## config.mk

```make
export PLATFORM = sky130hd
export DESIGN_NAME = pc_ras
export DESIGN_NICKNAME = d
export VERILOG_FILES = /design/src/rtl/pc_pkg.sv /design/src/rtl/ras_lifo.sv /design/src/rtl/pc_ras.sv
export SDC_FILE = /design/constraint.sdc
export NUM_CORES = 1
export LEC_CHECK = 0
export ABC_AREA = 1
export CELL_PAD_IN_SITES_DETAIL_PLACEMENT = 1
export CELL_PAD_IN_SITES_GLOBAL_PLACEMENT = 2
export CORE_UTILIZATION = 36
export CTS_BUF_LIST = sky130_fd_sc_hd__clkbuf_8
export DETAILED_ROUTE_END_ITERATION = 12
export PLACE_DENSITY_LB_ADDON = 0.1
export SYNTH_ARGS = -nofsm -noshare
export SYNTH_HDL_FRONTEND = slang
export SYNTH_SLANG_ARGS = --single-unit
export TNS_END_PERCENT = 20
```

## constraint.sdc

```tcl
create_clock -name clk -period 2.4 [get_ports clk]
set_clock_uncertainty 0.15 [all_clocks]
set_input_delay 0.24 -clock clk [delete_from_list [all_inputs] [get_ports clk]]
set_output_delay 0.24 -clock clk [all_outputs]
set_load 0.02 [all_outputs]
```

## src/rtl/pc_pkg.sv

```systemverilog
// rtl/pc_pkg.sv - shared constants and operation encoding for the PC / return-address stack
package pc_pkg;

  localparam int PC_D_DEFAULT     = 12;
  localparam int PC_DEPTH_DEFAULT = 4;

  // One-hot-free encoding of the winning request after priority resolution
  typedef enum logic [2:0] {
    OP_INC,
    OP_REL,
    OP_ABS,
    OP_CALL,
    OP_RET,
    OP_HOLD
  } pc_op_t;

endpackage

```

## src/rtl/ras_lifo.sv

```systemverilog
// rtl/ras_lifo.sv - return-address LIFO; full pushes and empty pops are silently dropped
module ras_lifo #(
  parameter int D     = 12,
  parameter int DEPTH = 4,
  parameter int CW    = $clog2(DEPTH + 1)
) (
  input  logic          clk,
  input  logic          reset,
  input  logic          push,
  input  logic          pop,
  input  logic [D-1:0]  push_data,
  output logic [D-1:0]  pop_data,
  output logic [CW-1:0] count,
  output logic          full,
  output logic          empty
);

  logic [D-1:0]  mem_q [DEPTH];
  logic [D-1:0]  mem_d [DEPTH];
  logic [CW-1:0] count_q;
  logic [CW-1:0] count_d;

  assign count = count_q;
  assign full  = (count_q == CW'(DEPTH));
  assign empty = (count_q == '0);

  // Top-of-stack read: loop compare keeps the index width matched to the array
  always_comb begin
    pop_data = '0;
    for (int i = 0; i < DEPTH; i++) begin
      if (CW'(i + 1) == count_q) pop_data = mem_q[i];
    end
  end

  // Next count and storage; pop wins if both arrive, though the caller never does that
  always_comb begin
    count_d = count_q;
    mem_d   = mem_q;
    if (pop && !empty) begin
      count_d = count_q - CW'(1);
    end else if (push && !full) begin
      for (int i = 0; i < DEPTH; i++) begin
        if (CW'(i) == count_q) mem_d[i] = push_data;
      end
      count_d = count_q + CW'(1);
    end
  end

  // Entry storage carries no reset; entries above the count are never read
  always_ff @(posedge clk) begin
    mem_q <= mem_d;
  end

  // Occupancy register; reset discards every stacked return address
  always_ff @(posedge clk) begin
    if (reset) count_q <= '0;
    else       count_q <= count_d;
  end

endmodule

```

## src/rtl/pc_ras.sv

```systemverilog
// rtl/pc_ras.sv - program counter with priority jump decode and return-address stack (optional sticky error flags via PC_RAS_ERR_EN)
module pc_ras
  import pc_pkg::*;
#(
  parameter int D     = PC_D_DEFAULT,
  parameter int DEPTH = PC_DEPTH_DEFAULT
) (
  input  logic                         clk,
  input  logic                         reset,
  input  logic                         stall,
  input  logic                         rel_en,
  input  logic                         abs_en,
  input  logic                         call_en,
  input  logic                         ret_en,
  input  logic [D-1:0]                 target,
  output logic [D-1:0]                 prog_ctr,
  output logic [$clog2(DEPTH+1)-1:0]   depth_cnt,
  output logic                         stack_full,
  output logic                         stack_empty
`ifdef PC_RAS_ERR_EN
  ,
  output logic                         err_ovf,
  output logic                         err_unf
`endif
);

  localparam int CW = $clog2(DEPTH + 1);

  pc_op_t       op;
  logic [D-1:0] prog_ctr_q;
  logic [D-1:0] prog_ctr_d;
  logic [D-1:0] pc_plus1;
  logic [D-1:0] top_data;
  logic         do_push;
  logic         do_pop;

  assign prog_ctr = prog_ctr_q;
  assign pc_plus1 = prog_ctr_q + D'(1);
  assign do_push  = (op == OP_CALL);
  assign do_pop   = (op == OP_RET);

  ras_lifo #(
    .D     (D),
    .DEPTH (DEPTH),
    .CW    (CW)
  ) u_lifo (
    .clk       (clk),
    .reset     (reset),
    .push      (do_push),
    .pop       (do_pop),
    .push_data (pc_plus1),
    .pop_data  (top_data),
    .count     (depth_cnt),
    .full      (stack_full),
    .empty     (stack_empty)
  );

  // Priority decode: only the highest asserted request survives
  always_comb begin
    op = OP_INC;
    if (stall)        op = OP_HOLD;
    else if (ret_en)  op = OP_RET;
    else if (call_en) op = OP_CALL;
    else if (abs_en)  op = OP_ABS;
    else if (rel_en)  op = OP_REL;
  end

  // Next PC; a return on an empty stack falls through to a plain increment
  always_comb begin
    prog_ctr_d = pc_plus1;
    case (op)
      OP_HOLD: prog_ctr_d = prog_ctr_q;
      OP_RET:  prog_ctr_d = stack_empty ? pc_plus1 : top_data;
      OP_CALL: prog_ctr_d = target;
      OP_ABS:  prog_ctr_d = target;
      OP_REL:  prog_ctr_d = prog_ctr_q + target;
      default: prog_ctr_d = pc_plus1;
    endcase
  end

  // PC register
  always_ff @(posedge clk) begin
    if (reset) prog_ctr_q <= '0;
    else       prog_ctr_q <= prog_ctr_d;
  end

`ifdef PC_RAS_ERR_EN
  logic err_ovf_q, err_ovf_d;
  logic err_unf_q, err_unf_d;

  assign err_ovf = err_ovf_q;
  assign err_unf = err_unf_q;

  // Sticky flags: a dropped push or an empty pop sets them until reset
  always_comb begin
    err_ovf_d = err_ovf_q | (do_push && stack_full);
    err_unf_d = err_unf_q | (do_pop && stack_empty);
  end

  // Error flag registers
  always_ff @(posedge clk) begin
    if (reset) begin
      err_ovf_q <= 1'b0;
      err_unf_q <= 1'b0;
    end else begin
      err_ovf_q <= err_ovf_d;
      err_unf_q <= err_unf_d;
    end
  end
`endif

endmodule
```

==> run metrics <==
sequential area share after synthesis=0.462; worst-path fanout max=6; Sw Share=0.316; VDD IR max=0.257 mV; drt pass-1 iters=4; aggregate global routing overflow=0; Vert. Die Dim=~100 um; DIE AREA=between 10000 and 15000 um2; internal power=1.99 mW; clock sink count=63; CTS tree=yes; Hold Path Class=flop to flop; setup TNS=0 ns; first-pass GRT wire length=18.7 mm; Leak=~2.0 nW; number of synthesis warnings=0; DR iter-0 viols=117; Combinational Power Share=0.261; post-cts hold buffer count=0; layout net count=560; ANT cells=0; Core Box Area=9950 um2; Seq pwr share=0.432; Top FF cell, synth=edfxtp_1; CTS Buf Count=9; Avg WL per Cell=17.0 um; Area growth syn-to-layout=23.4%; starting density of the core=0.378; gpl congestion=0.878; synth unique cells=43; I/O Buffers=35; final worst path period share=0.956; pwr dens=627 nW/um2; RSZ-0062 raised after global routing=no; post-CTS sizing=0; initial antenna violation count=0; Psw=between 0.9 and 1 mW; Post-DP HPWL=8.97 mm; clock buffer depth=2; Worst-path clk slew=0.07 ns; # DRC=0; Mapped Cells=456; vias in the first global route=3587; slowest CP cell=clkdlybuf4s50_1; total power=2.92 mW; total number of vias=3297; Met2 Routed Length=~5.3 mm; H-tree levels=3; Die Wd=104 um; Startpoint Class=flop; Post-synth ARST share=0; M1 WL=~5.5 mm; max-slew violations=0; status=finished clean; later-pin clock latency in the skew report=0.33 ns; vias per cell=5.00; # setup viols final=0; Worst Path Required=2.01 ns; # Post-CTS Setup Buffers=0; final hold violations=0; uppermost routed layer=met4; routed wl met3=approximately 180 um; ANT nets after route=0; max_slew headroom=0.660; largest net degree at the start of global routing=20; Ports=36; Tightest Pin Transition=0.508 ns; Max-cap violations=0; Post-Syn Area per Cell=8.26 um2; Post-Syn Area=3770 um2; flops & latches, synth=between 60 and 70; Post-Syn Nets=494; WHS=approximately 0.36 ns; Max stage delay on crit path=a little over 0.6 ns; Max Clock Freq=0.436 GHz; layout cells sized above 1=0.140; number of enable flip-flop cells after synthesis=48; cells along the critical path=inv_1 > ha_1 > nand2_2 > inv_2 > clkdlybuf4s50_1; row count=36; final core utilization=0.467; Tmin final=2.30 ns; WL final=roughly 11 mm; CP Class=flop to primary output; WP data arrival=1.91 ns; clock root buffer=clkbuf_8; Total GRT Usage=0.220; Worst setup EP type=primary output; Clock power frac=0.307
==> cell usage after synthesis (2+ instances only) <==
master,n,share of area
nand2_1,122,0.12
edfxtp_1,48,0.38
nor2_1,44,0.044
inv_1,39,0.039
nand3_1,36,0.048
a21oi_1,32,0.043
ha_1,18,0.060
o21ai_0,18,0.024
dfxtp_1,15,0.080
inv_2,9,0.0090
o21ai_1,8,0.011
a31oi_1,6,0.010
o211ai_1,6,0.012
xor2_1,6,0.014
nand2_2,4,0.0066
nand3b_1,4,0.0080
nand4_1,4,0.0066
nor2_4,4,0.012
buf_2,3,0.0040
clkbuf_1,2,0.0020
nor2_2,2,0.0033
nor3_1,2,0.0027
o21bai_1,2,0.0040
or2_1,2,0.0033
or2_2,2,0.0033
==> kinds of logic (layout without fill, tap and decap cells) <==
family	after synthesis	in the layout	share of synthesized area
simple gates	231	231	0.275
compound gates	78	78	0.117
flops	63	63	0.462
buf+inv	57	128	0.0614
fa+ha+maj	19	19	0.0651
xor+xnor	7	7	0.0163
mux	1	1	0.00299
==> power groups by stage <==
stage                     logic [mW]  clock network (mW)  registers [mW]
after CTS                      0.776               0.908            1.26
final                          0.763               0.895            1.26
after global routing           0.855               0.952            1.26
after floorplan                0.430                   0            1.31
after detailed placement       0.770                   0            1.28
after global placement         0.755                   0            1.28
==> area by class of cell <==
class / instances / area (um2)
clock inverters: 7 / 65.1
flip-flops and latches: 63 / 1740
clock buffers: 9 / 124
inverters: 50 / 190
well taps: 133 / 166
multi-input cells: 336 / 1800
repair buffers: 62 / 566
fillers: 1213 / 5300
==> through the flow <==
step / setup WS [ns] / area [um2] / cells
after CTS: 0.0117 / 4650 / 660
after global routing: 0.00375 / 4650 / 660
after detailed placement: 0.0482 / 4460 / 644
after floorplan: 0.0438 / 3770 / 456
final: 0.105 / 4650 / 660
after global placement: 0.0964 / 4460 / 644
==> worst max-delay path, delay by kind of cell, from the launching register on <==
kind / cells / cell delay (ns)
buffers and inverters: 3 / 0.85
flip-flops: 1 / 0.35
adder cells (fa/ha/maj): 1 / 0.22
AND/OR/NAND/NOR: 1 / 0.15
==> final timing paths <==
path,endpoint,start,cells after the start,slack (ns)
setup reg to reg,prog_ctr[11]$_SDFFE_PP0P_,u_lifo.count[0]$_SDFFE_PP0P_,8,0.31
hold reg to reg,u_lifo.count[0]$_SDFFE_PP0P_,u_lifo.count[0]$_SDFFE_PP0P_,1,0.36
hold / removal,u_lifo.count[0]$_SDFFE_PP0P_,u_lifo.count[0]$_SDFFE_PP0P_,1,0.36
setup / recovery,stack_full,u_lifo.count[1]$_SDFFE_PP0P_,5,0.10
==> metal layers <==
| layer | global-route usage | up-vias |
|---|---|---|
| li1 | - | 1667 |
| met1 | 0.293 | 1577 |
| met2 | 0.372 | 39 |
| met3 | 0.0244 | 14 |
| met4 | 0.0704 | 0 |
| met5 | 0 | - |
==> state kept, by name, summed over array words and instances (netlist names) <==
name / cells
u_lifo.mem_q: 48
prog_ctr: 12
u_lifo.count: 3
==> cell usage in the layout (no fill, tap or decap), types with 8 or more instances in the layout <==
| cell type | netlist | routed |
|---|---|---|
| nand2_1 | 122 | 122 |
| edfxtp_1 | 48 | 48 |
| nor2_1 | 44 | 43 |
| inv_1 | 39 | 40 |
| nand3_1 | 36 | 36 |
| clkdlybuf4s50_1 | 0 | 35 |
| a21oi_1 | 32 | 32 |
| buf_4 | 1 | 26 |
| o21ai_0 | 18 | 18 |
| ha_1 | 18 | 18 |
| dfxtp_1 | 15 | 14 |
| inv_2 | 9 | 9 |
| clkbuf_8 | 0 | 9 |
| o21ai_1 | 8 | 8 |
No activity file was read; power rests on OpenSTA's default activity.
